File: src/rtl/rf_dump_ctrl.sv
// rf_dump_ctrl: read-side register-file dump sequencer.
// Walks RF entries 0..RFDEPTH-1 through a spare read port and streams each
// word out little-endian, one byte per valid/ready transfer.
// Optional feature macro: RF_DUMP_CHECKSUM_EN appends one XOR checksum byte.
module rf_dump_ctrl #(
  parameter int DATAWIDTH = 64,
  parameter int RFDEPTH   = 4,
  parameter int ADDRW     = 2
) (
  input  logic                 clk,
  input  logic                 rst,
  input  logic                 start,
  output logic                 busy,
  output logic                 done,
  output logic [ADDRW-1:0]     rf_raddr,
  input  logic [DATAWIDTH-1:0] rf_rdata,
  output logic [7:0]           out_data,
  output logic                 out_valid,
  input  logic                 out_ready,
  output logic                 out_last
);

  localparam int NB  = DATAWIDTH / 8;
  localparam int BCW = (NB > 1) ? $clog2(NB) : 1;
  localparam logic [BCW-1:0]   LAST_BYTE = BCW'(NB - 1);
  localparam logic [ADDRW-1:0] LAST_IDX  = ADDRW'(RFDEPTH - 1);

`ifdef RF_DUMP_CHECKSUM_EN
  typedef enum logic [2:0] {IDLE, LOAD, SEND, CKSUM, DONE} state_t;
`else
  typedef enum logic [2:0] {IDLE, LOAD, SEND, DONE} state_t;
`endif

  state_t               state, state_n;
  logic [ADDRW-1:0]     idx;
  logic [BCW-1:0]       bcnt;
  logic [DATAWIDTH-1:0] shift;
  logic                 xfer;
  logic                 last_byte;
  logic                 last_data;

  assign xfer      = out_valid & out_ready;
  assign last_byte = (bcnt == LAST_BYTE);
  assign last_data = last_byte && (idx == LAST_IDX);

`ifdef RF_DUMP_CHECKSUM_EN
  logic [7:0] cksum;

  // Running XOR of every data byte accepted in this dump.
  always_ff @(posedge clk or posedge rst) begin
    if (rst) begin
      cksum <= '0;
    end else if (state == IDLE && start) begin
      cksum <= '0;
    end else if (state == SEND && xfer) begin
      cksum <= cksum ^ shift[7:0];
    end
  end
`endif

  // State register.
  always_ff @(posedge clk or posedge rst) begin
    if (rst) state <= IDLE;
    else     state <= state_n;
  end

  // Entry index, byte counter and the word shift register.
  always_ff @(posedge clk or posedge rst) begin
    if (rst) begin
      idx   <= '0;
      bcnt  <= '0;
      shift <= '0;
    end else begin
      case (state)
        IDLE: idx <= '0;
        LOAD: begin
          shift <= rf_rdata;
          bcnt  <= '0;
        end
        SEND: begin
          if (xfer) begin
            shift <= shift >> 8;
            if (!last_byte) bcnt <= bcnt + 1'b1;
            else if (idx != LAST_IDX) idx <= idx + 1'b1;
          end
        end
        default: ;
      endcase
    end
  end

  // Next-state and output decode.
  always_comb begin
    state_n   = state;
    busy      = 1'b0;
    done      = 1'b0;
    out_valid = 1'b0;
    out_last  = 1'b0;
    out_data  = '0;
    rf_raddr  = '0;
    case (state)
      IDLE: if (start) state_n = LOAD;
      LOAD: begin
        busy     = 1'b1;
        rf_raddr = idx;
        state_n  = SEND;
      end
      SEND: begin
        busy      = 1'b1;
        rf_raddr  = idx;
        out_valid = 1'b1;
        out_data  = shift[7:0];
`ifdef RF_DUMP_CHECKSUM_EN
        out_last  = 1'b0;
`else
        out_last  = last_data;
`endif
        if (xfer && last_byte) begin
          if (!last_data) state_n = LOAD;
`ifdef RF_DUMP_CHECKSUM_EN
          else state_n = CKSUM;
`else
          else state_n = DONE;
`endif
        end
      end
`ifdef RF_DUMP_CHECKSUM_EN
      CKSUM: begin
        busy      = 1'b1;
        rf_raddr  = idx;
        out_valid = 1'b1;
        out_data  = cksum;
        out_last  = 1'b1;
        if (xfer) state_n = DONE;
      end
`endif
      DONE: begin
        busy     = 1'b1;
        rf_raddr = idx;
        done     = 1'b1;
        state_n  = IDLE;
      end
      default: state_n = IDLE;
    endcase
  end

endmodule

File: config.mk
export PLATFORM = sky130hd
export DESIGN_NAME = rf_dump_ctrl
export DESIGN_NICKNAME = d
export VERILOG_FILES = /design/src/rtl/rf_dump_ctrl.sv
export SDC_FILE = /design/constraint.sdc
export NUM_CORES = 1
export LEC_CHECK = 0
export BUFFER_PORTS_ARGS = -buffer_cell sky130_fd_sc_hd__buf_2
export CAP_MARGIN = 20
export CELL_PAD_IN_SITES_DETAIL_PLACEMENT = 1
export CELL_PAD_IN_SITES_GLOBAL_PLACEMENT = 1
export CORE_ASPECT_RATIO = 0.9
export CORE_MARGIN = 2
export CORE_UTILIZATION = 40
export DETAILED_ROUTE_END_ITERATION = 8
export PLACE_DENSITY_LB_ADDON = 0.1
export REMOVE_ABC_BUFFERS = 1
export SYNTH_ARGS = -nofsm -noshare
export SYNTH_HDL_FRONTEND = slang
export SYNTH_SLANG_ARGS = --single-unit
File: constraint.sdc
create_clock -name clk -period 5.6 [get_ports clk]
set_input_delay 0.84 -clock clk [delete_from_list [all_inputs] [get_ports clk]]
set_output_delay 0.84 -clock clk [all_outputs]
set_load 0.03 [all_outputs]
==> run summary <==
The flow ran to the end, and the final reports show no timing, DRC or antenna violations. The final critical-path required period is roughly 2.9 ns. The clock-pin transition on the worst setup and hold timing paths came out at roughly 0.08 ns. After layout, the design draws a total of around 2.1 mW. The number of placement rows is 31. The sequential-to-total area share from yosys stat came out at between 50 and 60%. The average vias per placed instance is about 5.3. The simple-gate share of the synthesized area came out at about a tenth.

The class of the tightest hold or removal check is flop to flop. The final count of negative-setup-slack endpoints is 0. The root buffer selected by CTS is clkbuf_8. The share of synthesized area in the top cell type comes to a little over half.

OpenSTA, run right after detailed placement, puts the worst setup slack at between 2 and 3 ns. The antenna diode count is 0. The first-pass GRT wire length is ~12 mm. The total power per unit cell area came out at 548 mW/mm^2.

The startpoint identified for the worst hold timing path is shift[5]$_DFFE_PP0P_. The maximum count of clock buffers along a single path is 2. The clock latency on the worst-skew pair is roughly 0.34 ns. At the worst endpoint, the required time is ~4.8 ns. The max-slew violation total from the final report is 0.

The count of cell types in the netlist came out at 25. The deepest level of the CTS H-tree is 3. The switching component of the power came out at approximately 0.73 mW. The total setup buffers inserted after CTS came out at 0.

In this run the worst setup path begins at state[1]$_DFFE_PP0P_. In this run, CTS created clock tree buffers numbering 9. The per-cell routed wire length is 16.0 um. After synthesis the cells add up to ~0.0033 sq mm. The xor/xnor cell area share of the yosys netlist came out at 0%. The area taken by flip-flops and latches came out at around 0.0018 sq mm. Across the run, the number of max-cap violations was 0. Across the VDD grid, the largest voltage drop is around 200 uV. Entering global routing, the biggest net connects 72 pins.

Buffers inserted to repair hold after CTS numbered 0. The final global-route overflow total is 0. After detailed routing, the total wire length is between 7 and 8 mm.

The number of synthesized register bits is 71. Detailed placement finished with a half-perimeter wire length of about 4.5 mm. The portion of the clock cycle consumed by the worst path in the final layout is between 50% and 60%. STA classifies the critical path endpoint as an output pin. The post-synthesis compound-gate area fraction came out at between 20% and 30%. The residual DRC count came out at 0. Setup total negative slack on the finished layout was measured at 0 ns. At the pin with the least slew margin, the transition time is between 0.9 and 1 ns. The number of hold-slack violations in the final timing report is 0. Synthesis produced a netlist whose cell count is between 200 and 300. The number of gates resized after cts is 0. The highest net fanout along the worst path came out at 13. For this design the static power due to leakage is roughly 1.7 nW. The layout has 888 filler cells. The largest area contributor in the synthesized netlist is dfrtp_1. The number of iterations in the first detailed-routing pass came out at 4. TritonCTS built the clock tree. The data arrival at the endpoint of the critical path is 2.07 ns.

Combinational logic burns approximately two fifths of the power. The floorplan step defined a core boundary enclosing ~0.0080 sq mm. The count of nets left with antenna violations once routing finished came out at 0. The launching point of the worst reg2reg path is state[0]$_DFFE_PP0P_.

The final critical-path setup slack is between 2 and 3 ns. The combinational family with the most area after synthesis is compound AO/OA/AOI/OAI gates. Sequential cells burn a little over two fifths of the power. The overall routing resource usage is between 10% and 20%. The startpoint kind of the worst setup timing path is a flop. The initial core utilization is between 40% and 50%. The via count is between 2000 and 2500. The headroom to the max-slew limit is 39.3%. The yosys synthesis warning count is 0. The internal power of the cells totals between 1 and 1.5 mW. The final worst clock skew came out at between 0.01 and 0.015 ns.

The die is about 90 um tall. The area used by multi-input combinational logic is 0.00130 sq mm. The via count of the first global-routing pass is roughly 2500. In the post-synthesis netlist, the biggest area contributors are dfrtp_1 (54%), o22a_1 (15%), o21a_1 (13%). Of the total synthesized cell area, the portion taken by full adders, half adders and majority gates is between 1 and 1.5%. The DRC violation total after the first TritonRoute iteration is 93. Setup repair after global routing left no endpoint under its margin.

The multiplexer share of the synthesized area came out at less than 1%. The area growth from synthesis to layout came out at 17.1%. The overall die width came out at ~100 um. Each instance of the synthesized netlist takes up on average 11.8 sq um.

The floorplan die area is 0.00894 sq mm. The fmax is roughly 340 MHz. The count of buffers inserted at the top-level ports is between 80 and 90. The global placement routability congestion is a little over 0.7. The I/O pin total is 82. The net switching share of the total power is between 30% and 40%. The number of nets in the layout is roughly 420.

The critical path in this run is classified as flop to output pin. The fraction of final layout cells sized beyond drive strength 1 is approximately 30%. The number of antenna violations at the first check in global routing came to 0. The tree built by TritonCTS fans out to 71 sinks.

The clock network power share is 18.9%.
worst max-delay path, stage by stage (launching register included):
cell     delay (ns)
dfrtp_1        0.56
nor2b_1        0.73
and3_1         0.25
buf_2          0.19
cells by family (layout without fill, tap and decap cells):
group	count (synthesis)	count (layout)
simple gates	58	58
fa+ha+maj	3	3
mux	1	1
flops	71	71
buf+inv	27	102
compound gates	117	117
per-stage QoR:
step / hold WS (ns) / util, % / area (sq um) / instances
global route: 0.513 / 48.0 / 3840 / 451
CTS: 0.487 / 47.8 / 3820 / 450
detailed placement: 0.472 / 45.4 / 3630 / 434
floorplan: 0.455 / - / 3080 / 252
finish: 0.483 / 48.0 / 3840 / 451
global placement: 0.464 / 45.4 / 3630 / 434
synth_stat cells:
library cell / number
inv_1: 2
nor2b_1: 2
a21oi_1: 1
buf_2: 9
nand2b_1: 1
nand3_1: 11
buf_6: 10
and4bb_2: 1
o22a_1: 56
o21ai_1: 2
ha_1: 3
o21a_1: 56
nand3b_1: 1
or2_2: 1
mux2i_1: 1
nand2b_2: 1
o211ai_1: 1
dfrtp_1: 71
nand2_1: 27
and3_1: 1
nand3b_4: 1
buf_1: 1
and2_1: 11
o311ai_1: 1
buf_4: 5
placed cells by master, fill, tap and decap left out, types with 3 or more instances in the layout:
master    synthesis  final
clkbuf_8          0     10
ha_1              3      3
clkinv_2          0      4
nand2_1          27     26
dfrtp_1          71     71
o21a_1           56     56
nand3_1          11     11
o22a_1           56     56
and2_1           11     11
buf_2             9     81
sequential cells by signal, summed over array words and instances (netlist names):
register	count
idx	2
bcnt	3
state	2
shift	64
final timing paths:
kind                                         end  slack [ns]  cells past startpoint
min reg2reg                 shift[5]$_DFFE_PP0P_        0.48                      1
min in group asynchronous   shift[1]$_DFFE_PP0P_        0.77                      3
max                                     out_last        2.69                      3
min                         shift[5]$_DFFE_PP0P_        0.48                      1
max in group asynchronous  shift[56]$_DFFE_PP0P_        4.24                      3
max reg2reg                shift[49]$_DFFE_PP0P_        3.30                      4
layout make-up:
cell class	instances	area share, %
multi-input combinational	179	33.8
timing repair buffer	84	11.5
clock buffer	12	3.78
inverter	2	0.228
sequential	71	46.3
clock inverter	4	1.17
tap	99	3.23
power by group through the flow:
stage | sequential [mW] | combinational [mW] | clock (mW)
6_report | 0.898 | 0.806 | 0.397
5_1_grt | 0.934 | 0.903 | 0.434
4_1_cts | 0.901 | 0.809 | 0.414
3_5_place_dp | 0.912 | 0.805 | 0
3_3_place_gp | 0.897 | 0.782 | 0
2_1_floorplan | 0.865 | 0.625 | 0
layer usage:
layer / share of wire [%] / GRT usage, % / wire, um / up-vias
met5: 0 / 0 / 0 / -
li1: - / - / - / 1148
met1: 46 / 23.7 / 3350 / 1175
met2: 47 / 26.6 / 3370 / 57
met4: 1.2 / 4.34 / 88 / 0
met3: 5.5 / 5.37 / 399 / 7
Note: power is estimated with default switching activity, not from simulation.
